[src/rtl/frame_blitter.sv]
// frame_blitter: copies a clipped rectangle of one of NUM_IMG image ROMs to the plotter.
// Build macro TRANSPARENT_KEY_EN suppresses oPlot for pixels equal to KEY_COLOUR.
module frame_blitter #(
  parameter int H_RES      = 320,
  parameter int V_RES      = 240,
  parameter int X_W        = 9,
  parameter int Y_W        = 8,
  parameter int COLOUR_W   = 3,
  parameter int ADDR_W     = 17,
  parameter int NUM_IMG    = 5,
  parameter int SEL_W      = 3,
  parameter int ROM_LAT    = 1,
  parameter int KEY_COLOUR = 0
) (
  input  logic                        iClock,
  input  logic                        iReset,
  input  logic                        iStart,
  input  logic [SEL_W-1:0]            iSelect,
  input  logic [X_W-1:0]              iX0,
  input  logic [Y_W-1:0]              iY0,
  input  logic [X_W:0]                iWidth,
  input  logic [Y_W:0]                iHeight,
  output logic                        oBusy,
  output logic                        oDone,
  output logic [ADDR_W-1:0]           oRomAddr,
  input  logic [NUM_IMG*COLOUR_W-1:0] iRomData,
  output logic                        oPlot,
  output logic [X_W-1:0]              oX,
  output logic [Y_W-1:0]              oY,
  output logic [COLOUR_W-1:0]         oColour
);

  typedef enum logic [1:0] {
    S_IDLE,
    S_RUN,
    S_DRAIN,
    S_DONE
  } state_t;

  localparam logic [X_W+1:0] LP_HRES = (X_W+2)'(H_RES);
  localparam logic [Y_W+1:0] LP_VRES = (Y_W+2)'(V_RES);
  localparam logic [X_W+1:0] LP_XMAX = (X_W+2)'(H_RES - 1);
  localparam logic [Y_W+1:0] LP_YMAX = (Y_W+2)'(V_RES - 1);

  state_t             r_state;
  logic [SEL_W-1:0]   r_sel;
  logic [X_W-1:0]     r_xs;
  logic [X_W-1:0]     r_xe;
  logic [Y_W-1:0]     r_ye;
  logic [X_W-1:0]     r_xc;
  logic [Y_W-1:0]     r_yc;

  logic [ROM_LAT-1:0] r_pv;
  logic [X_W-1:0]     r_px [ROM_LAT];
  logic [Y_W-1:0]     r_py [ROM_LAT];
  logic               r_ov;

  logic [X_W+1:0]     w_xsum;
  logic [Y_W+1:0]     w_ysum;
  logic               w_empty;
  logic [X_W-1:0]     w_in_xe;
  logic [Y_W-1:0]     w_in_ye;
  logic               w_idle;
  logic [X_W-1:0]     w_cx;
  logic [Y_W-1:0]     w_cy;
  logic [X_W-1:0]     w_exs;
  logic [X_W-1:0]     w_exe;
  logic [Y_W-1:0]     w_eye;
  logic               w_xlast;
  logic               w_last;
  logic [X_W-1:0]     w_nx;
  logic [Y_W-1:0]     w_ny;
  logic               w_issue;
  logic               w_tail_v;
  logic               w_pipe_busy;
  logic [COLOUR_W-1:0] w_colour;
  logic               w_show;

  // Clip the requested region at full width so edges never wrap.
  assign w_xsum  = (X_W+2)'(iX0) + (X_W+2)'(iWidth) - (X_W+2)'(1);
  assign w_ysum  = (Y_W+2)'(iY0) + (Y_W+2)'(iHeight) - (Y_W+2)'(1);
  assign w_empty = (iWidth == '0) | (iHeight == '0)
                 | ((X_W+2)'(iX0) >= LP_HRES)
                 | ((Y_W+2)'(iY0) >= LP_VRES);
  assign w_in_xe = (w_xsum > LP_XMAX) ? LP_XMAX[X_W-1:0]
                                      : w_xsum[X_W-1:0];
  assign w_in_ye = (w_ysum > LP_YMAX) ? LP_YMAX[Y_W-1:0]
                                      : w_ysum[Y_W-1:0];

  // The first pixel is issued straight from the inputs in the start cycle.
  assign w_idle  = (r_state == S_IDLE);
  assign w_cx    = w_idle ? iX0 : r_xc;
  assign w_cy    = w_idle ? iY0 : r_yc;
  assign w_exs   = w_idle ? iX0 : r_xs;
  assign w_exe   = w_idle ? w_in_xe : r_xe;
  assign w_eye   = w_idle ? w_in_ye : r_ye;
  assign w_xlast = (w_cx == w_exe);
  assign w_last  = w_xlast & (w_cy == w_eye);
  assign w_nx    = w_xlast ? w_exs : w_cx + X_W'(1);
  assign w_ny    = w_xlast ? w_cy + Y_W'(1) : w_cy;
  assign w_issue = (r_state == S_RUN)
                 | (w_idle & iStart & ~w_empty);

  assign w_tail_v    = r_pv[ROM_LAT-1];
  assign w_pipe_busy = (|r_pv) | r_ov;

  // Control FSM: scan position, latched job and handshake outputs.
  always_ff @(posedge iClock) begin
    if (iReset) begin
      r_state <= S_IDLE;
      r_sel   <= '0;
      r_xs    <= '0;
      r_xe    <= '0;
      r_ye    <= '0;
      r_xc    <= '0;
      r_yc    <= '0;
      oBusy   <= 1'b0;
      oDone   <= 1'b0;
    end else begin
      oDone <= 1'b0;
      unique case (r_state)
        S_IDLE: begin
          if (iStart) begin
            r_sel <= iSelect;
            r_xs  <= iX0;
            r_xe  <= w_in_xe;
            r_ye  <= w_in_ye;
            r_xc  <= w_nx;
            r_yc  <= w_ny;
            oBusy <= 1'b1;
            if (w_empty)
              r_state <= S_DONE;
            else if (w_last)
              r_state <= S_DRAIN;
            else
              r_state <= S_RUN;
          end
        end
        S_RUN: begin
          r_xc <= w_nx;
          r_yc <= w_ny;
          if (w_last)
            r_state <= S_DRAIN;
        end
        S_DRAIN: begin
          if (!w_pipe_busy)
            r_state <= S_DONE;
        end
        S_DONE: begin
          oDone   <= 1'b1;
          oBusy   <= 1'b0;
          r_state <= S_IDLE;
        end
        default: r_state <= S_IDLE;
      endcase
    end
  end

  // ROM address register, one pixel per clock while scanning.
  always_ff @(posedge iClock) begin
    if (iReset)
      oRomAddr <= '0;
    else if (w_issue)
      oRomAddr <= ADDR_W'(w_cy) * ADDR_W'(H_RES) + ADDR_W'(w_cx);
  end

  // Coordinate/valid delay line matching the ROM read latency.
  always_ff @(posedge iClock) begin
    if (iReset) begin
      r_pv <= '0;
    end else begin
      r_pv[0] <= w_issue;
      for (int j = 1; j < ROM_LAT; j++)
        r_pv[j] <= r_pv[j-1];
    end
    r_px[0] <= w_cx;
    r_py[0] <= w_cy;
    for (int j = 1; j < ROM_LAT; j++) begin
      r_px[j] <= r_px[j-1];
      r_py[j] <= r_py[j-1];
    end
  end

  // Select the latched image; out-of-range selects read as colour 0.
  always_comb begin
    w_colour = '0;
    for (int k = 0; k < NUM_IMG; k++)
      if (r_sel == SEL_W'(k))
        w_colour = iRomData[k*COLOUR_W +: COLOUR_W];
  end

`ifdef TRANSPARENT_KEY_EN
  assign w_show = (w_colour != COLOUR_W'(KEY_COLOUR));
`else
  assign w_show = 1'b1 | (w_colour == COLOUR_W'(KEY_COLOUR));
`endif

  // Output stage: registered pixel, held while no valid pixel arrives.
  always_ff @(posedge iClock) begin
    if (iReset) begin
      r_ov    <= 1'b0;
      oPlot   <= 1'b0;
      oX      <= '0;
      oY      <= '0;
      oColour <= '0;
    end else begin
      r_ov  <= w_tail_v;
      oPlot <= w_tail_v & w_show;
      if (w_tail_v) begin
        oX      <= r_px[ROM_LAT-1];
        oY      <= r_py[ROM_LAT-1];
        oColour <= w_colour;
      end
    end
  end

endmodule

[config.mk]
export PLATFORM = sky130hd
export DESIGN_NAME = frame_blitter
export DESIGN_NICKNAME = d
export VERILOG_FILES = /design/src/rtl/frame_blitter.sv
export SDC_FILE = /design/constraint.sdc
export NUM_CORES = 1
export LEC_CHECK = 0
export CORE_MARGIN = 8
export CORE_UTILIZATION = 40
export DETAILED_ROUTE_END_ITERATION = 10
export SETUP_SLACK_MARGIN = 0.2
export SLEW_MARGIN = 5
export SYNTH_ARGS = -nofsm -noshare
export SYNTH_HDL_FRONTEND = slang
export SYNTH_SLANG_ARGS = --single-unit
[constraint.sdc]
create_clock -name iClock -period 6.3 [get_ports iClock]
set_input_delay 0.63 -clock iClock [delete_from_list [all_inputs] [get_ports iClock]]
set_output_delay 0.63 -clock iClock [all_outputs]
set_load 0.03 [all_outputs]
# --- Yosys cells after proc, flatten, opt, wreduce, memory -nomap -nowiden ---
# Memory sizes are Yosys's and may differ from the RTL's. A register that Yosys moved wholly into a read port is not among the register bits.
# Cells that the tools add are included.
word_totals:
  register_bits: 72
  ram_bits: 17
  mem_count: 2
memory_table:
  columns: ["memory", "words", "width", "read_ports", "rd_ports_with_merged_regs", "write_ports", "line", "source"]
  rows:
  - ["r_px", 1, 9, 1, 1, 1, "54", "logic [X_W-1:0] r_px [ROM_LAT];"]
  - ["r_py", 1, 8, 1, 1, 1, "55", "logic [Y_W-1:0] r_py [ROM_LAT];"]
op_classes:
  mul: 1
  mux: 27
  add_sub_neg: 7
  n_eq_ne: 12
  n_bitwise: 9
  reduce_logical: 10
  order_cmp: 4
ops:
  columns: ["operator", "n"]
  rows:
  - ["2-to-1 mux 9 bit", 6]
  - ["2-to-1 mux 8 bit", 5]
  - ["one-hot mux 9 bit (2 select lines)", 1]
  - ["adder 17 x 9 -> 17 bit", 1]
  - ["one-hot mux 8 bit (2 select lines)", 1]
  - ["2-to-1 mux 3 bit", 5]
  - ["adder 9 x 10 -> 11 bit", 1]
  - ["> comparator 11 x 9 -> 1 bit (second input constant)", 1]
  - ["multiplier 8 x 3 -> 11 bit (second input constant)", 1]
  - ["subtractor 11 x 1 -> 11 bit (second input constant)", 1]
  - ["adder 8 x 9 -> 10 bit", 1]
  - ["> comparator 10 x 8 -> 1 bit (second input constant)", 1]
  - ["zero test 10 bit", 1]
  - ["2-to-1 mux 2 bit", 5]
  - ["subtractor 10 x 1 -> 10 bit (second input constant)", 1]
  - ["adder 9 x 1 -> 9 bit (second input constant)", 1]
  - ["equality test 9 bit", 1]
  - [">= comparator 9 bit (second input constant)", 1]
  - ["zero test 9 bit", 1]
  - ["adder 8 x 1 -> 8 bit (second input constant)", 1]
  - ["equality test 8 bit", 1]
  - [">= comparator 8 bit (second input constant)", 1]
  - ["one-hot mux 2 bit (4 select lines)", 1]
  - ["equality test 3 x 2 -> 1 bit (second input constant)", 2]
  - ["other kinds (15)", 28]

# --- Logic depth before layout (Yosys ltp) ---
# Gate-level depths: netlist of the first run.
logic_depth:
  word_depth: 11
  ltp_mapped: 21
  depth_no_buf: 18

# --- Least setup slack after synthesis of the first run ---
# Ideal clock, no wire load.
synth_timing:
  path_kind: "input to register"
  from: "input iX0[6]"
  to: "register r_state[1]"
  stages: 15
  path_slack_ps: 1896
  required_time_ps: 6186
  arrival_time_ps: 4289
  cell_sequence: "clkbuf_1 inv_1 ha_1 inv_1 ha_1 a21o_1 or3_1 and2_1 o21a_1 o41ai_2 o22ai_1 nor4_4 nor4b_2 mux2_2 a2111oi_0"
synth_via:
  elab_chain_len: 11
synth_rtl:
  columns: ["item", "line", "source"]
  rows:
  - ["from (decl)", "19", "input logic [X_W-1:0] iX0,"]
  - ["adder 9 x 10 -> 11 bit", "80", "assign w_xsum = (X_W+2)'(iX0) + (X_W+2)'(iWidth) - (X_W+2)'(1);"]
  - ["subtractor 11 x 1 -> 11 bit", "80", null]
  - ["> comparator 11 x 9 -> 1 bit", "85", "assign w_in_xe = (w_xsum > LP_XMAX) ? LP_XMAX[X_W-1:0]"]
  - ["2-to-1 mux 9 bit", "85", null]
  - ["2-to-1 mux 9 bit", "95", "assign w_exe = w_idle ? w_in_xe : r_xe;"]
  - ["equality test 9 bit", "97", "assign w_xlast = (w_cx == w_exe);"]
  - ["AND 1 bit", "98", "assign w_last = w_xlast & (w_cy == w_eye);"]
  - ["2-to-1 mux 2 bit", "133", "else if (w_last)"]
  - ["2-to-1 mux 2 bit", "131", "if (w_empty)"]
  - ["2-to-1 mux 2 bit", "123", "if (iStart) begin"]
  - ["one-hot mux 2 bit (4 select lines)", "121", "unique case (r_state)"]
  - ["to (signal assigned)", "132", "r_state <= S_DONE;"]
  - ["to (signal assigned)", "134", "r_state <= S_DRAIN;"]
  - ["to (signal assigned)", "136", "r_state <= S_RUN;"]
  - ["to (decl)", "45", "state_t r_state;"]
# Parallel ways exist; a longest one is shown, timed or not. The select of a mux whose other input is x is not followed.
# A chain may end at the register's enable or synchronous reset.

# --- Worst setup path after layout of the first run ---
layout_timing:
  from: "input iX0[1]"
  to: "register r_state[1]"
# The elaborated chain is that of the path after synthesis.

==> flow_summary.toml, run 1 <==
[status]
outcome = "finished, final reports clean"

[synth]
syn-num-nets = 925
synthTopCellsByArea = "dfxtp_1, ha_1, inv_1"
synthMostInstantiatedCell = "dfxtp_1"
synth.avg_cell_area_um2 = 8.17
yosysWarnings = 0
ys_types = 57
synthTopCellsByCount = "dfxtp_1, inv_1, nor2_1"
postSynthCellCount = 809
synth-main-ff-cell = "dfxtp_1"
netlist.area_leader.share = 0.321
yosysSeqAreaShare = 0.321
yosysTopAreaCell = "dfxtp_1"
synth-seq-cells = 106
synth.cell_area_um2 = 6610
synth-edff-count = 0
synth-async-reset-ratio = 0

[sta]
timing.final.hold_violations = 0
max_freq_mhz = 202
setup-violations-final = 0
clock-skew-final_ns = 0.0135
rsz0062_at_grt = "false"
worst_slew_pin_slew_ns = 1.07
finalSetupTns_ns = 0
fin_crit_sh = 0.785
drv_slew = 0
period_minus_slack_ns = 4.94
relSlewSlack = 0.287

[detailed_routing]
drc = 0
drt_first_pass_iters = 5
wl_per_cell_um = 15.5
avgViaCountPerCell = 5.17
ant_nets = 0
vias = 5778
drt_iter0_drc = 305
routed_wl_mm = 17.3

[floorplanning]
io_pins = 97
die_y_um = 145
rows = 47
die_area_um2 = 20900
coreArea_um2 = 16300
initial_core_util = 0.404
die_width_um = 145

[min_path]
hold_class = "reg2reg"

[cts]
root_buffer = "clkbuf_16"
htree_levels = 3
cts_setup_buffers = 0
clock_path_buffers = 2
cts_buffers = 9
tritoncts = "yes"
path_clk_slew_ns = 0.08
cts-hold-fix-buffers = 0
clkLatencyLatePin_ns = 0.36
clock_sinks = 106
cts_resized = 0

[setup_path]
arrival_ns = 5.18
critPathMaxStageDelay_ns = 0.54
cpMaxStageDelayCell = "clkdlybuf4s50_1"
rrSetupSlack_ns = 1.93
crit_required_ns = 6.54
criticalPathCategory = "in2reg"
cp_common_cell = "inv_1"
critPathLaunchType = "input port"
worstPathMaxFanout = 5
crit_chain = "clkdlybuf4s50_1, inv_1, ha_1, inv_1, ha_1, inv_1, fa_1, nor2b_1, o2111a_1, nor2_1, o311ai_1, a21oi_1, a211oi_1, o22ai_1, nor4_4, nor4b_2, mux2_2, a2111oi_0"
end_kind = "flop"

[pwr]
power_mw = 3.41
leakagePower_nw = 3.40
power_density_nw_per_um2 = 422
peakVddDrop_uv = 212

[global_route]
grt_pass1_wl_mm = 27.9
grt_usage = 0.170
grt-ovfl-total = 0
grt_max_degree = 78
grt_antenna_before_repair = 0
grt_pass1_vias = 5508

[placed_design]
port_buffers = 96
gp_congestion = 0.795
hpwl_mm = 13.3

[cells_and_area]
syn_to_final_growth_pct = 22.1
drive_above_1_share = 0.0468
final_nets = 1008
n_antenna_cell = 0

[run]
drv_cap = 0
==> power by group <==
part	internal (mW)	switching (mW)	total [mW]
sequential	0.879	0.112	0.991
combinational	0.763	1.10	1.87
clock	0.284	0.265	0.549
total	1.93	1.48	3.41
==> metal layers <==
layer,wire length [um],global-route usage,part of all wire,vias up
li1,-,-,-,2977
met1,8030,0.220,0.46,2645
met2,8020,0.277,0.46,132
met3,856,0.0297,0.050,24
met4,359,0.0602,0.021,0
met5,0,0,0,-
==> worst paths after layout <==
check | cells after the start | startpoint | endpoint
max | 18 | iX0[1] | r_state[1]$_SDFFE_PP0P_
min | 2 | r_xs[0]$_SDFFE_PP0P_ | r_xs[0]$_SDFFE_PP0P_
max reg2reg | 15 | r_state[0]$_SDFFE_PP0P_ | oRomAddr[16]$_SDFFE_PP0P_
min reg2reg | 2 | r_xs[0]$_SDFFE_PP0P_ | r_xs[0]$_SDFFE_PP0P_
==> sequential cells by signal, indices dropped and copies added (netlist names) <==
| name | cells |
|---|---|
| oColour | 3 |
| r_ye | 8 |
| r_xe | 9 |
| r_sel | 3 |
| r_xs | 9 |
| r_pv | 1 |
| r_ov | 1 |
| oDone | 1 |
| r_state | 2 |
| oRomAddr | 17 |
| oY | 8 |
| oBusy | 1 |
| r_py | 8 |
| r_xc | 9 |
| r_px | 9 |
| oX | 9 |
| r_yc | 8 |
==> placed cells by master (no fill, tap or decap), types with 3 or more instances in the layout <==
| master | n |
|---|---|
| a2111oi_0 | 3 |
| a211oi_1 | 22 |
| a21boi_0 | 6 |
| a21o_1 | 9 |
| a21oi_1 | 46 |
| a221o_1 | 5 |
| a221oi_1 | 3 |
| a22o_1 | 3 |
| a311oi_1 | 14 |
| a31o_2 | 4 |
| a31oi_1 | 8 |
| a32o_1 | 3 |
| a41oi_1 | 3 |
| and3_1 | 5 |
| buf_4 | 9 |
| clkbuf_16 | 9 |
| clkdlybuf4s50_1 | 95 |
| dfxtp_1 | 106 |
| fa_1 | 4 |
| ha_1 | 54 |
| inv_1 | 104 |
| mux2_2 | 4 |
| mux2i_1 | 35 |
| mux4_2 | 3 |
| nand2_1 | 62 |
| nand2b_1 | 8 |
| nand3_1 | 16 |
| nand4_1 | 7 |
| nor2_1 | 101 |
| nor2b_1 | 7 |
| nor3_1 | 17 |
| nor4_1 | 5 |
| o211ai_1 | 7 |
| o21ai_0 | 21 |
| o21bai_1 | 3 |
| o31ai_1 | 4 |
| xnor2_1 | 40 |
| xor2_1 | 7 |
==> critical path: cells and delay by family <==
family / cells / cell delay, ns
AOI/OAI and AO/OA: 6 / 1.64
and+or+nand+nor: 4 / 0.95
adders and majority gates: 3 / 0.85
buffers and inverters: 4 / 0.72
muxes: 1 / 0.38
==> through the flow <==
step | instances | util | cell area (um^2) | hold slack, ns | setup WS [ns]
6_report | 1117 | 0.494 | 8070 | 0.456 | 1.36
5_1_grt | 1117 | 0.494 | 8070 | 0.481 | 0.961
4_1_cts | 1117 | 0.494 | 8070 | 0.454 | 1.34
3_5_place_dp | 1101 | 0.476 | 7780 | 0.443 | 0.965
3_3_place_gp | 1101 | 0.476 | 7780 | 0.439 | 1.08
2_1_floorplan | 809 | - | 6610 | 0.421 | 1.90
==> kinds of logic after synthesis <==
kind of cell / synth area share
adders and majority gates: 0.116
xor gates and xnor gates: 0.0623
AOI/OAI and AO/OA: 0.188
DFF: 0.321
and+or+nand+nor: 0.164
buffers and inverters: 0.0782
muxes: 0.0701
==> area by class of cell <==
class                   count  area, um^2
fillers                  1663        8280
multi-input cells         566        3970
flip-flops and latches    106        2120
repair buffers            105        1020
inverters                 104         390
well taps                 220         275
clock buffers              10         239
clock inverters             6        47.5
(Power assumes the default switching activity.)
==> run 2, diff against run 1 <==
==> constraint.sdc (replaced) <==
create_clock -name iClock -period 4.5 [get_ports iClock]
set_input_delay 0.45 -clock iClock [delete_from_list [all_inputs] [get_ports iClock]]
set_output_delay 0.45 -clock iClock [all_outputs]
set_load 0.03 [all_outputs]
==> flow_summary.toml, run 2 (synthesized netlist as in run 1, its figures left out) <==
[status]
outcome = "finished, final reports clean"

[setup_path]
crit_required_ns = 4.74
worstPathMaxFanout = 4
criticalPathCategory = "in2reg"
arrival_ns = 4.39
critPathMaxStageDelay_ns = 0.48
crit_chain = "clkdlybuf4s50_1, inv_1, ha_1, inv_1, ha_2, inv_1, fa_2, nor2b_2, o2111a_2, nor2_1, o311ai_4, a21oi_2, buf_4, a41o_1, xnor2_2, nor4_4, nor4b_4, buf_4, buf_4, a2111oi_1, a31o_2"
end_kind = "flop"
critPathLaunchType = "input port"
cpMaxStageDelayCell = "clkdlybuf4s50_1"

[detailed_routing]
drc = 0
wl_per_cell_um = 15.1
drt_iter0_drc = 300
avgViaCountPerCell = 5.13
drt_first_pass_iters = 6
routed_wl_mm = 18.0
vias = 6106
ant_nets = 0

[sta]
rsz0062_at_grt = "true"
clock-skew-final_ns = 0.0119
relSlewSlack = 0.483
worst_slew_pin_slew_ns = 0.772
setup-violations-final = 0
max_freq_mhz = 241
fin_crit_sh = 0.922
period_minus_slack_ns = 4.15
setup_ws_ns = 0.350
timing.final.hold_violations = 0
finalSetupTns_ns = 0
drv_slew = 0

[floorplanning]
coreArea_um2 = 16300
die_y_um = 145
rows = 47
initial_core_util = 0.404
die_width_um = 145
io_pins = 97
die_area_um2 = 20900

[pwr]
power_density_nw_per_um2 = 567
power_mw = 5.07
peakVddDrop_uv = 249
pwr-share-comb = 0.568
leakagePower_nw = 3.89
swShare = 0.425
internal-power_mw = 2.92
power_frac_seq = 0.274
power.share.clock = 0.159
power_switching_mw = 2.15

[cts]
clkLatencyLatePin_ns = 0.35
htree_levels = 3
tritoncts = "yes"
cts_buffers = 9
root_buffer = "clkbuf_16"
clock_path_buffers = 2
cts-hold-fix-buffers = 0
clock_sinks = 106
path_clk_slew_ns = 0.07

[global_route]
grt_usage = 0.174
grt_max_degree = 56
grt_antenna_before_repair = 0
grt_pass1_wl_mm = 29.1
grt_pass1_vias = 5828
grt-ovfl-total = 0

[cells_and_area]
design_area_um2 = 8940
multi_input_area_um2 = 4240
regArea_um2 = 2120
n_antenna_cell = 0
drive_above_1_share = 0.165
layout_common_cells = "dfxtp_1, inv_1, nor2_1"
syn_to_final_growth_pct = 35.2
filler_cell_count = 1594
final_nets = 1083
final_common_cell = "dfxtp_1"
largest_register = "oRomAddr"
largest_reg_flops = 17

[placed_design]
gp_congestion = 0.856
dp_slack_ns = -0.499
postPlaceCellArea_um2 = 8290
port_buffers = 96
hpwl_mm = 13.9

[min_path]
hold_class = "reg2reg"

[run]
drv_cap = 0
run 2: changes by cell type in the layout (fill, tap and decap cells not counted), sizes merged:
cell	before	now
buf	10	85
bufinv	0	1
clkdlybuf4s50	95	85
clkinv	3	2
clkinvlp	0	1
dlygate4sd2	0	2
dlymetal6s2s	0	8
inv	107	105
run 2: worst max-delay path: cells and delay by family:
family | cells | cell delay (ns)
AOI/OAI and AO/OA | 6 | 1.11
buffers and inverters | 7 | 1.05
adders and majority gates | 3 | 0.67
and+or+nand+nor | 4 | 0.93
xor gates and xnor gates | 1 | 0.16
run 2: power by group through the flow:
stage          Combinational, mW  Clock, mW  Sequential [mW]
6_report                    2.88      0.804             1.39
5_1_grt                     3.18      0.864             1.42
4_1_cts                     2.81      0.828             1.39
3_5_place_dp                2.74          0             1.41
3_3_place_gp                2.73          0             1.41
2_1_floorplan               1.73          0             1.55
run 2: area by class of cell:
type                       instances  share of cell area
clock buffer                      10              0.0267
clock inverter                     5             0.00700
inverter                         104              0.0437
multi-input combinational        566               0.474
sequential                       106               0.237
tap                              220              0.0308
timing repair buffer             180               0.180
run 2: per-layer routing:
metal | vias to the layer above | GRT usage | routed length, um
met2 | 164 | 0.286 | 8360
met1 | 2784 | 0.221 | 8250
met4 | 0 | 0.0685 | 397
met3 | 31 | 0.0330 | 1000
li1 | 3127 | - | -
met5 | - | 0 | 0
run 2: per-stage QoR:
step,hold WS [ns],utilization,cells
6_report,0.455,0.547,1191
3_3_place_gp,0.436,0.507,1168
3_5_place_dp,0.443,0.507,1168
5_1_grt,0.472,0.547,1191
4_1_cts,0.455,0.533,1188
2_1_floorplan,0.421,-,809
run 2: path summary, 6_finish.rpt:
path | cells after the start | slack, ns | startpoint | to
max | 21 | 0.35 | iWidth[0] | r_state[0]$_SDFFE_PP0P_
min | 2 | 0.45 | r_ye[4]$_SDFFE_PP0P_ | r_ye[4]$_SDFFE_PP0P_
max reg2reg | 19 | 0.53 | r_state[1]$_SDFFE_PP0P_ | oRomAddr[16]$_SDFFE_PP0P_
min reg2reg | 2 | 0.45 | r_ye[4]$_SDFFE_PP0P_ | r_ye[4]$_SDFFE_PP0P_
run 2: timing repair:
action | in CTS | in global routing
pin swaps | 10 | 23
gates resized for setup | 21 | 45
endpoints found under the hold margin | 0 | 0
setup buffers | 5 | 3
setup endpoints to repair | 7 | 18
==> run 3, diff against run 2 <==
--- a/config.mk
+++ b/config.mk
@@ -5,6 +5,7 @@
 export SDC_FILE = /design/constraint.sdc
 export NUM_CORES = 1
 export LEC_CHECK = 0
+export CORE_ASPECT_RATIO = 0.6
 export CORE_MARGIN = 8
 export CORE_UTILIZATION = 40
 export DETAILED_ROUTE_END_ITERATION = 10
==> flow_summary.toml, run 3 (synthesized netlist as in run 1, its figures left out) <==
[setup_path]
arrival_ns = 4.43
reg2reg_depth = 14
worst-path-stages = 18
critPathLaunchType = "input port"
criticalPathCategory = "in2reg"
crit_family = "simple AND/OR/NAND/NOR gates"
crit_required_ns = 4.74
crit_chain = "clkdlybuf4s50_1, inv_1, ha_1, inv_1, ha_4, a21o_1, a21o_1, or3_4, o311ai_4, buf_4, a21oi_2, a41o_1, xnor2_1, nor4_4, buf_6, nand3_1, or4_1, a32o_1"
critPathMaxStageDelay_ns = 0.50
path_buf_inv = 5
worstPathMaxFanout = 4
end_kind = "flop"
cpMaxStageDelayCell = "clkdlybuf4s50_1"

[cts]
clock_path_buffers = 2
htree_levels = 3
cts_buffers = 9
clock_sinks = 106
cts-hold-fix-buffers = 0
path_clk_slew_ns = 0.07
tritoncts = "yes"
clkLatencyLatePin_ns = 0.34
root_buffer = "clkbuf_16"

[cells_and_area]
design_area_um2 = 9060
largest_reg_flops = 17
regArea_um2 = 2120
layout_common_cells = "dfxtp_1, inv_1, nor2_1"
fin_util = 0.559
multi_input_area_um2 = 4270
drive_above_1_share = 0.176
largest_register = "oRomAddr"
final_nets = 1095
final_common_cell = "dfxtp_1"
fin_cells = 1193
syn_to_final_growth_pct = 37.2
filler_cell_count = 1494
n_antenna_cell = 0

[global_route]
grt_usage = 0.179
grt_antenna_before_repair = 0
grt_pass1_wl_mm = 30.7
grt_pass1_vias = 5985
grt-ovfl-total = 0
grt_max_degree = 57

[min_path]
hold_class = "reg2reg"
whs_path_depth = 2

[detailed_routing]
avgViaCountPerCell = 5.24
drt_first_pass_iters = 5
ant_nets = 0
vias = 6246
drt_iter0_drc = 457
drc = 0
wl_per_cell_um = 16.2
routed_wl_mm = 19.3

[floorplanning]
io_pins = 97
rows = 36
die_y_um = 116
die_width_um = 182
initial_core_util = 0.407
coreArea_um2 = 16200
die_area_um2 = 21000

[placed_design]
dp_slack_ns = -0.653
gp_congestion = 0.913
hpwl_mm = 14.6
postPlaceCellArea_um2 = 8350
dpl.cell_count = 1167
port_buffers = 96

[sta]
period_minus_slack_ns = 4.19
setup_ws_ns = 0.310
setup-violations-final = 0
timing.final.hold_violations = 0
drv_slew = 0
rsz0062_at_grt = "true"
worst_slew_pin_slew_ns = 0.789
relSlewSlack = 0.469
max_freq_mhz = 239
finalSetupTns_ns = 0
fin_crit_sh = 0.931
clock-skew-final_ns = 0.00728

[status]
outcome = "finished, final reports clean"

[pwr]
peakVddDrop_uv = 260
leakagePower_nw = 3.90
power_density_nw_per_um2 = 575

[run]
drv_cap = 0
run 3: cell count changes in the layout (fill, tap and decap cells not counted), moves of 2 or more:
| cell | before | now |
|---|---|---|
| buf_4 | 83 | 93 |
| and3_1 | 5 | 3 |
| and3_4 | 0 | 2 |
| o21ai_0 | 18 | 20 |
| dlymetal6s2s_1 | 8 | 2 |
| inv_1 | 98 | 101 |
| clkdlybuf4s50_1 | 85 | 90 |
| buf_6 | 1 | 3 |
| inv_2 | 6 | 3 |
| ha_1 | 46 | 48 |
| o21ai_1 | 2 | 0 |
run 3: per-layer routing:
layer	GRT usage	wire, um
met4	0.0305	70
met3	0.0476	1620
met1	0.270	10100
met2	0.249	7540
met5	0	0
run 3: final timing paths:
kind / from / endpoint / slack [ns]
worst min-delay path: r_ye[4]$_SDFFE_PP0P_ / r_ye[4]$_SDFFE_PP0P_ / 0.46
worst max-delay path: iX0[5] / r_yc[7]$_SDFFE_PP0P_ / 0.31
worst max register to register: r_state[1]$_SDFFE_PP0P_ / oRomAddr[16]$_SDFFE_PP0P_ / 0.56
worst min register to register: r_ye[4]$_SDFFE_PP0P_ / r_ye[4]$_SDFFE_PP0P_ / 0.46
run 3: power by group:
group	switching (mW)	internal, mW	total [mW]	leakage (nW)
registers	0.163	1.23	1.39	0.873
logic	1.67	1.29	2.96	2.88
clock network	0.354	0.504	0.858	0.155
total	2.19	3.03	5.21	3.90
run 3: worst reg2reg max path: stages (launching register included):
cell and delay, ns:
dfxtp_1 0.35, inv_1 0.19, ha_4 0.40, mux2_2 0.51, ha_1 0.33, ha_1 0.17, inv_1 0.05, fa_1 0.39
xnor2_1 0.27, nor3b_1 0.33, nand3_1 0.16, nand2b_1 0.20, nor3_1 0.18, a21oi_1 0.06, a311oi_1 0.25
run 3: cell type report:
cell class,count,share of cell area
clock inverter,6,0.00980
tap,209,0.0288
sequential,106,0.234
inverter,104,0.0431
timing repair buffer,192,0.186
multi-input combinational,566,0.471
clock buffer,10,0.0264
run 3: repair_timing:
action | 4_1_cts | 5_1_grt
gates resized for setup | 26 | 41
buffers inserted | 5 | 5
setup endpoints to repair | 16 | 17
hold endpoints to repair | 0 | 0
pin swaps | 9 | 27
run 3: stage by stage:
stage	hold slack [ns]	power (mW)
2_1_floorplan	0.421	3.28
3_3_place_gp	0.437	4.18
3_5_place_dp	0.443	4.18
4_1_cts	0.456	5.12
5_1_grt	0.481	5.58
6_report	0.457	5.21
